===== config.mk =====
export PLATFORM = sky130hd
export DESIGN_NAME = mdu_seq
export DESIGN_NICKNAME = d
export VERILOG_FILES = /design/src/rtl/cpu_pkg.sv /design/src/rtl/mdu_seq.sv
export SDC_FILE = /design/constraint.sdc
export NUM_CORES = 1
export LEC_CHECK = 0
export CORE_MARGIN = 3
export CORE_UTILIZATION = 29
export DETAILED_ROUTE_END_ITERATION = 10
export HOLD_SLACK_MARGIN = 0.08
export PLACE_DENSITY = 0.51
export SYNTH_ARGS = -nofsm -noshare
export SYNTH_HDL_FRONTEND = slang
export SYNTH_SLANG_ARGS = --single-unit
export TNS_END_PERCENT = 20

===== constraint.sdc =====
create_clock -name clk -period 6 [get_ports clk]
set_input_delay 0.9 -clock clk [delete_from_list [all_inputs] [get_ports clk]]
set_output_delay 0.9 -clock clk [all_outputs]
set_load 0.05 [all_outputs]

===== src/rtl/cpu_pkg.sv =====
// Shared CPU definitions: alu op codes, RV32M funct3 encodings and the mdu sequencer states.
package cpu_pkg;

  typedef enum logic [3:0] {
    ALU_ADD   = 4'b0000,
    ALU_SLL   = 4'b0001,
    ALU_SLT   = 4'b0010,
    ALU_SLTU  = 4'b0011,
    ALU_XOR   = 4'b0100,
    ALU_SRL   = 4'b0101,
    ALU_OR    = 4'b0110,
    ALU_AND   = 4'b0111,
    ALU_SUB   = 4'b1000,
    ALU_PASSB = 4'b1001,
    ALU_SRA   = 4'b1101
  } alu_op_e;

  typedef enum logic [2:0] {
    MDU_MUL    = 3'd0,
    MDU_MULH   = 3'd1,
    MDU_MULHSU = 3'd2,
    MDU_MULHU  = 3'd3,
    MDU_DIV    = 3'd4,
    MDU_DIVU   = 3'd5,
    MDU_REM    = 3'd6,
    MDU_REMU   = 3'd7
  } mdu_op_e;

  typedef enum logic [2:0] {
    MDU_IDLE = 3'd0,
    MDU_PREP = 3'd1,
    MDU_RUN  = 3'd2,
    MDU_FIX  = 3'd3,
    MDU_DONE = 3'd4
  } mdu_state_e;

endpackage


===== src/rtl/mdu_seq.sv =====
// Multi-cycle RV32M multiply/divide sequencer: shift-add multiply and restoring divide
// on magnitudes, borrowing the shared alu for the per-step add/subtract.
module mdu_seq
  import cpu_pkg::*;
#(
  parameter bit FAST_ZERO = 1'b1
) (
  input  logic        clk,
  input  logic        rst,
  input  logic        start,
  input  logic [2:0]  op,
  input  logic [31:0] rs1,
  input  logic [31:0] rs2,
  input  logic        flush,
  output logic        busy,
  output logic        done,
  output logic [31:0] result,
  output logic [31:0] alu_a,
  output logic [31:0] alu_b,
  output logic [3:0]  alu_ctr,
  input  logic [31:0] alu_res
);

  function automatic logic [31:0] neg32(input logic [31:0] v);
    return ~v + 32'd1;
  endfunction

  function automatic logic [63:0] neg64(input logic [63:0] v);
    return ~v + 64'd1;
  endfunction

  function automatic logic signed_a_op(input mdu_op_e o);
    case (o)
      MDU_MULH, MDU_MULHSU, MDU_DIV, MDU_REM: return 1'b1;
      default:                                return 1'b0;
    endcase
  endfunction

  function automatic logic signed_b_op(input mdu_op_e o);
    case (o)
      MDU_MULH, MDU_DIV, MDU_REM: return 1'b1;
      default:                    return 1'b0;
    endcase
  endfunction

  mdu_state_e  state_q, state_d;
  mdu_op_e     op_q, op_d;
  logic [4:0]  cnt_q, cnt_d;
  logic        sign_a_q, sign_a_d, neg_q, neg_d, div0_q, div0_d;
  logic [31:0] acc_hi_q, acc_hi_d, acc_lo_q, acc_lo_d, opb_q, opb_d, result_q, result_d;

  logic        is_div, sa, sb, skip, carry, sub, rtop;
  logic [31:0] abs_a, abs_b, sum, shrem;
  logic [63:0] prod;

  // Next-state, datapath update and alu operand selection.
  always_comb begin
    state_d  = state_q;
    op_d     = op_q;
    cnt_d    = cnt_q;
    sign_a_d = sign_a_q;
    neg_d    = neg_q;
    div0_d   = div0_q;
    acc_hi_d = acc_hi_q;
    acc_lo_d = acc_lo_q;
    opb_d    = opb_q;
    result_d = result_q;
    alu_a    = 32'd0;
    alu_b    = 32'd0;
    alu_ctr  = ALU_ADD;
    is_div   = (op_q >= MDU_DIV);
    sa       = signed_a_op(op_q) & acc_lo_q[31];
    sb       = signed_b_op(op_q) & opb_q[31];
    abs_a    = sa ? neg32(acc_lo_q) : acc_lo_q;
    abs_b    = sb ? neg32(opb_q) : opb_q;
    skip     = is_div ? (opb_q == 32'd0) : ((acc_lo_q == 32'd0) || (opb_q == 32'd0));
    carry    = 1'b0;
    sub      = 1'b0;
    sum      = acc_hi_q;
    rtop     = acc_hi_q[31];
    shrem    = {acc_hi_q[30:0], acc_lo_q[31]};
    prod     = neg_q ? neg64({acc_hi_q, acc_lo_q}) : {acc_hi_q, acc_lo_q};

    case (state_q)
      MDU_IDLE: begin
        if (start) begin
          state_d  = MDU_PREP;
          op_d     = mdu_op_e'(op);
          acc_lo_d = rs1;
          opb_d    = rs2;
        end else begin
          state_d = MDU_IDLE;
        end
      end
      MDU_PREP: begin
        sign_a_d = sa;
        neg_d    = sa ^ sb;
        div0_d   = is_div & (opb_q == 32'd0);
        acc_hi_d = 32'd0;
        acc_lo_d = abs_a;
        opb_d    = abs_b;
        cnt_d    = 5'd31;
        state_d  = MDU_RUN;
        // Skipped ops load the registers with what a full run would have left behind.
        if (FAST_ZERO && skip) begin
          state_d  = MDU_FIX;
          acc_hi_d = is_div ? abs_a : 32'd0;
          acc_lo_d = is_div ? 32'hFFFF_FFFF : 32'd0;
        end else begin
          state_d = MDU_RUN;
        end
      end
      MDU_RUN: begin
        if (is_div) begin
          alu_a    = shrem;
          alu_b    = opb_q;
          alu_ctr  = ALU_SUB;
          sub      = rtop | (shrem >= opb_q);
          acc_hi_d = sub ? alu_res : shrem;
          acc_lo_d = {acc_lo_q[30:0], sub};
        end else begin
          alu_a    = acc_hi_q;
          alu_b    = opb_q;
          alu_ctr  = ALU_ADD;
          sum      = acc_lo_q[0] ? alu_res : acc_hi_q;
          carry    = acc_lo_q[0] & (alu_res < acc_hi_q);
          acc_hi_d = {carry, sum[31:1]};
          acc_lo_d = {sum[0], acc_lo_q[31:1]};
        end
        if (cnt_q == 5'd0) begin
          state_d = MDU_FIX;
        end else begin
          cnt_d = cnt_q - 5'd1;
        end
      end
      MDU_FIX: begin
        state_d = MDU_DONE;
        case (op_q)
          MDU_MUL:                         result_d = prod[31:0];
          MDU_MULH, MDU_MULHSU, MDU_MULHU: result_d = prod[63:32];
          MDU_DIV, MDU_DIVU:               result_d = div0_q ? 32'hFFFF_FFFF :
                                                      (neg_q ? neg32(acc_lo_q) : acc_lo_q);
          MDU_REM, MDU_REMU:               result_d = sign_a_q ? neg32(acc_hi_q) : acc_hi_q;
          default:                         result_d = result_q;
        endcase
      end
      MDU_DONE: state_d = MDU_IDLE;
      default:  state_d = MDU_IDLE;
    endcase

    if (flush && (state_q != MDU_IDLE)) begin
      state_d  = MDU_IDLE;
      result_d = result_q;
    end else begin
      state_d = state_d;
    end
  end

  // State and datapath registers.
  always_ff @(posedge clk or posedge rst) begin
    if (rst) begin
      state_q  <= MDU_IDLE;
      op_q     <= MDU_MUL;
      cnt_q    <= 5'd0;
      sign_a_q <= 1'b0;
      neg_q    <= 1'b0;
      div0_q   <= 1'b0;
      acc_hi_q <= 32'd0;
      acc_lo_q <= 32'd0;
      opb_q    <= 32'd0;
      result_q <= 32'd0;
    end else begin
      state_q  <= state_d;
      op_q     <= op_d;
      cnt_q    <= cnt_d;
      sign_a_q <= sign_a_d;
      neg_q    <= neg_d;
      div0_q   <= div0_d;
      acc_hi_q <= acc_hi_d;
      acc_lo_q <= acc_lo_d;
      opb_q    <= opb_d;
      result_q <= result_d;
    end
  end

  assign busy   = (state_q != MDU_IDLE);
  assign done   = (state_q == MDU_DONE);
  assign result = result_q;

endmodule


; ---- Word level (Yosys, flattened, before mapping)
; Index checks and enable logic that the tools add are counted.
[op_classes]
reduce_logical = 21
eq_ne = 15
order_cmp = 3
n_addsub = 5
bitwise_logic = 11
muxes = 35
[ops]
columns = op, n
row1 = $mux 32, 18
row2 = $pmux 32 s2, 2
row3 = $pmux 32 s4, 1
row4 = $add 32x1->32 const B, 3
row5 = $not 32->32, 3
row6 = $pmux 32 s3, 1
row7 = $add 64x1->64 const B, 1
row8 = $logic_not 32->1, 2
row9 = $mux 64, 1
row10 = $not 64->64, 1
row11 = $ge 32x32->1, 1
row12 = $lt 32x32->1, 1
row13 = $eq 3x3->1 const B, 5
row14 = $eq 3x2->1 const B, 4
row15 = $pmux 3 s4, 1
row16 = $pmux 5 s2, 1
row17 = $mux 4, 2
row18 = $reduce_and 2->1, 4
row19 = $eq 3x1->1 const B, 2
row20 = $logic_not 3->1, 2
row21 = $mux 3, 2
row22 = $ne 2x2->1 const B, 3
row23 = $reduce_bool 3->1, 2
row24 = $reduce_or 3->1, 2
row25 = 16 further kinds, 25
[totals]
out_inout_bits = 102
regBits = 142
in_bits = 103

; ---- Depth between registers and ports, before layout
[logic_depth]
depth_word = 8
mapped_depth = 14

; ---- Least setup slack after synthesis
; Ideal clock, no wire load.
[synth_path]
path_type = register to output
from = register op_q[2]
to = output alu_a[10]
setup_slack_ns = 2.580
path_stages_with_launch = 7
arrival_time_ns = 2.520
path_buffers = 4
cell_sequence = dfrtp_1 -> clkbuf_1 -> clkbuf_1 -> buf_1 -> buf_1 -> mux2i_1 -> nor2_1
[synth_between]
elab_chain_cells = 3
[synth_lines]
columns = element, line_no
row1 = from (decl), mdu_seq.sv:47  ; mdu_op_e op_q, op_d;
row2 = from (signal assigned), mdu_seq.sv:174  ; op_q <= op_d;
row3 = $ge 3x3->1, mdu_seq.sv:71  ; is_div = (op_q >= MDU_DIV);
row4 = $mux 32, mdu_seq.sv:114  ; if (is_div) begin
row5 = $mux 32, mdu_seq.sv:84  ; case (state_q)
row6 = to (decl), mdu_seq.sv:18  ; output logic [31:0] alu_a,
; No other way between the ends.

; ---- Worst setup path after layout
[layout_path]
from = register acc_lo_q[0]
to = register acc_lo_q[22]
[layout_between]
elab_chain_cells = 5
[layout_lines]
columns = element, line_no
row1 = from (decl), mdu_seq.sv:50  ; logic [31:0] acc_hi_q, acc_hi_d, acc_lo_q, acc_lo_d, opb_q, opb_d, result_q, result_d;
row2 = from (signal assigned), mdu_seq.sv:180  ; acc_lo_q <= acc_lo_d;
row3 = $not 32->32 / $logic_not 32->1 (equally long branches), "mdu_seq.sv:25, mdu_seq.sv:76"
row4 = $add 32x1->32 / $logic_or 1x1->1 (equally long branches), "mdu_seq.sv:25, mdu_seq.sv:76"
row5 = $mux 32 / $mux 1 (equally long branches), "mdu_seq.sv:74, mdu_seq.sv:76"
row6 = $mux 32 *, mdu_seq.sv:105  ; if (FAST_ZERO && skip) begin
row7 = $pmux 32 s3 *, mdu_seq.sv:84
; Every way passes the cells marked *; elsewhere a longest branch is shown, timed or not.
; A chain may end at the register's enable or synchronous reset.

==> impl_results.md <==
- R2R Path Start: acc_lo_q[0]
- R2r setup slk: 1.72 ns
- Hold Crit Class: flop to flop
- Width of the die: 227 um
- Die Ht: 227 um
- All-layer global routing usage: 27.2%
- Postcts setup bufs: 0
- Area growth syn-to-layout: 20.3%
- Synth cell types: 89
- First-pass GRT wire length: 104,000 um
- WHS Endpoint: result[8]
- CTS Buf Count: 17
- Clock transition at path regs: 0.07 ns
- H-tree depth: 4
- Max-cap viol count: 0
- Worst R2R End: acc_lo_q[22]
- GRT overflow: 0
- CTS resizes: 0
- Final RePlAce weighted congestion: 1.01
- Skew final: 0.0135 ns
- Tcrit/Tclk final: 71.3%
- Async S/R FF share, synth: 100%
- Placement Cell Area: 0.0164 mm2
- Period minus WS final: 4.28 ns
- Hold_sp: result[8]
- WHS Path Cells: 2
- Cell with the most instances after synthesis: nor2_1
- Cells after Synth: 1,907
- Area occupied by multi-input gates: 0.00957 mm2
- Ranking of synthesized cells by area: dfrtp_1 25%, o21ai_0 6.4%, ha_1 6.0%
- Synth cell count leaders: 206 x nor2_1, 180 x o21ai_0, 175 x nand2_1, 144 x clkbuf_1, 142 x dfrtp_1
- Worst r2r path cells: 10
- Io pins: 205
- Latest clock arrival within the worst-skew pair: 0.47 ns
- Post-Layout Cell Count: 2,599
- HPWL after detailed placement: 52,900 um
- Largest net degree at the start of global routing: 74
- Register area share after synthesis: 25.1%
- Worst-margin pin slew: 1.29 ns
- Cell Rows: 80
- IO buf count: 201
- TNS Setup: 0 ns
- EDFF count, synth: 0
- Drt first-iter violations: 1,940
- Share of cells above drive strength 1: 6.01%
- Status: finished clean
- Core area: 0.0479 mm2
- #FFs+latches synth: 142
- Final hold violations: 0
- Pwr Density: 628 mW/mm2
- Worst vdd ir: 0.231 mV
- Final instance area: 0.0170 mm2
- CP max FO: 67
- WP data arrival: 4.61 ns
- Placed cells: 2,563
- # setup viols final: 0
- Slew Viols, Final: 0
- Vias in the first global route: 15,200
- RSZ-0062 raised after global routing: no
- CP required: 6.34 ns
- Top cell type's share of synthesized area: 25.1%
- Slew headroom: 13.8%
- Leak pwr: 6.44 nW
- Fmax: 234 MHz
- Crit path launch type: flop
- Clock Root Buffer: clkbuf_16
- Clock sink count: 142
- Syn_area_per_cell: 7.42 um2
- Final ANT Viol Nets: 0
- Die Footprint: 0.0515 mm2
- Via count: 15,900
- Dominant synthesized flop cell: dfrtp_1
- Iteration count of the initial detailed-routing pass: 6
- Initial antenna violation count: 5
- Post-Syn Area: 0.0142 mm2
- # fillers: 5,114
- Final WL: 70,800 um
- Crit Path Class: flop to flop
- Yosys Warn Count: 0
- Initial Utilization: 29.5%
- Critical Path End Type: flop
- CTS tree: done
- Post-CTS Hold Fix Bufs: 0
- Via-to-Cell Ratio: 6.13
- Clock tree buffer depth: 2
- Drt wl/cell: 27.2 um
- Yosys top cell by area: dfrtp_1
- Sequential cell area: 0.00356 mm2
- Fin nets: 2,138
- Drt drc: 0
==> where the power goes <==
group	switching, mW	leakage, nW	internal [mW]
clock network	0.504	0.276	0.610
logic	4.79	4.45	2.41
registers	0.993	1.72	1.38
==> routing by layer <==
layer / up-vias / track usage [%] / routed length, um
met5: - / 0 / 0
met1: 7795 / 37.2 / 29600
met4: 0 / 11.1 / 2930
li1: 7104 / - / -
met2: 906 / 41.8 / 31400
met3: 134 / 5.92 / 6900
==> area by class of cell <==
type	count	area share [%]
multi-input combinational	1495	56.2
timing repair buffer	230	13.1
clock buffer	22	2.79
sequential	142	20.9
antenna	4	0.0588
inverter	81	1.82
clock inverter	10	0.610
tap	615	4.52
==> cells by family (layout without fill, tap and decap cells) <==
family	count (synthesis)	after routing	synth area share, %
DFF	142	142	25.1
buffers and inverters	272	343	7.61
and+or+nand+nor	611	611	20.4
other	1	7	0.0265
AOI/OAI and AO/OA	635	635	29.0
adders and majority gates	68	68	6.01
xor gates and xnor gates	87	87	5.38
muxes	91	91	6.53
==> state kept, by name, summed over array words and instances, names as in the netlist <==
name	cells
opb_q	32
state_q	3
sign_a_q	1
neg_q	1
div0_q	1
acc_hi_q	32
result	32
cnt_q	5
op_q	3
acc_lo_q	32
==> worst max-delay path, stage by stage (launching register included) <==
cell     delay [ns]
dfrtp_2        0.79
inv_1          0.32
ha_1           0.24
or3b_2         0.57
nor3_1         0.17
buf_4          0.19
nand3_1        0.47
a21oi_2        0.96
nor2_1         0.18
o21ai_0        0.14
a31oi_1        0.10
==> worst max path at each step <==
| stage | startpoint | end | slack, ns | cells after the start |
|---|---|---|---|---|
| after floorplan | rst | acc_hi_q[0] | 1.29 | 1 |
| after global routing | acc_lo_q[0] | acc_lo_q[22] | 1.43 | 10 |
| after global placement | acc_lo_q[0] | acc_lo_q[21] | 1.82 | 10 |
| after detailed placement | acc_lo_q[0] | acc_lo_q[22] | 1.85 | 10 |
| after CTS | acc_lo_q[0] | acc_lo_q[22] | 1.83 | 10 |
| final | acc_lo_q[0] | acc_lo_q[22] | 1.72 | 10 |
==> per-stage QoR <==
| stage | power, mW | setup WS (ns) | hold WS, ns | utilization [%] |
|---|---|---|---|---|
| CTS | 10.5 | 1.83 | 0.487 | 35.5 |
| detailed placement | 9.37 | 1.85 | 0.472 | 34.3 |
| floorplan | 6.82 | 1.29 | 0.469 | - |
| finish | 10.7 | 1.72 | 0.481 | 35.5 |
| global placement | 9.34 | 1.82 | 0.473 | 34.3 |
| global route | 11.3 | 1.43 | 0.526 | 35.5 |
==> placed cells by master, fill, tap and decap left out, drive strengths merged, types with 18 or more instances in the layout <==
cell type,n
xnor2,57
mux2i,80
clkbuf,22
a21oi,138
o22ai,25
nand3,28
clkdlybuf4s50,201
buf,29
ha,68
a31oi,53
dfrtp,142
o21ai,182
or3,18
a22oi,27
nor3,60
nand4,24
nor2,206
nor4,28
o211ai,22
nand2,175
inv,83
o221ai,26
xor2,30
Power figures use the tool's default switching activity.
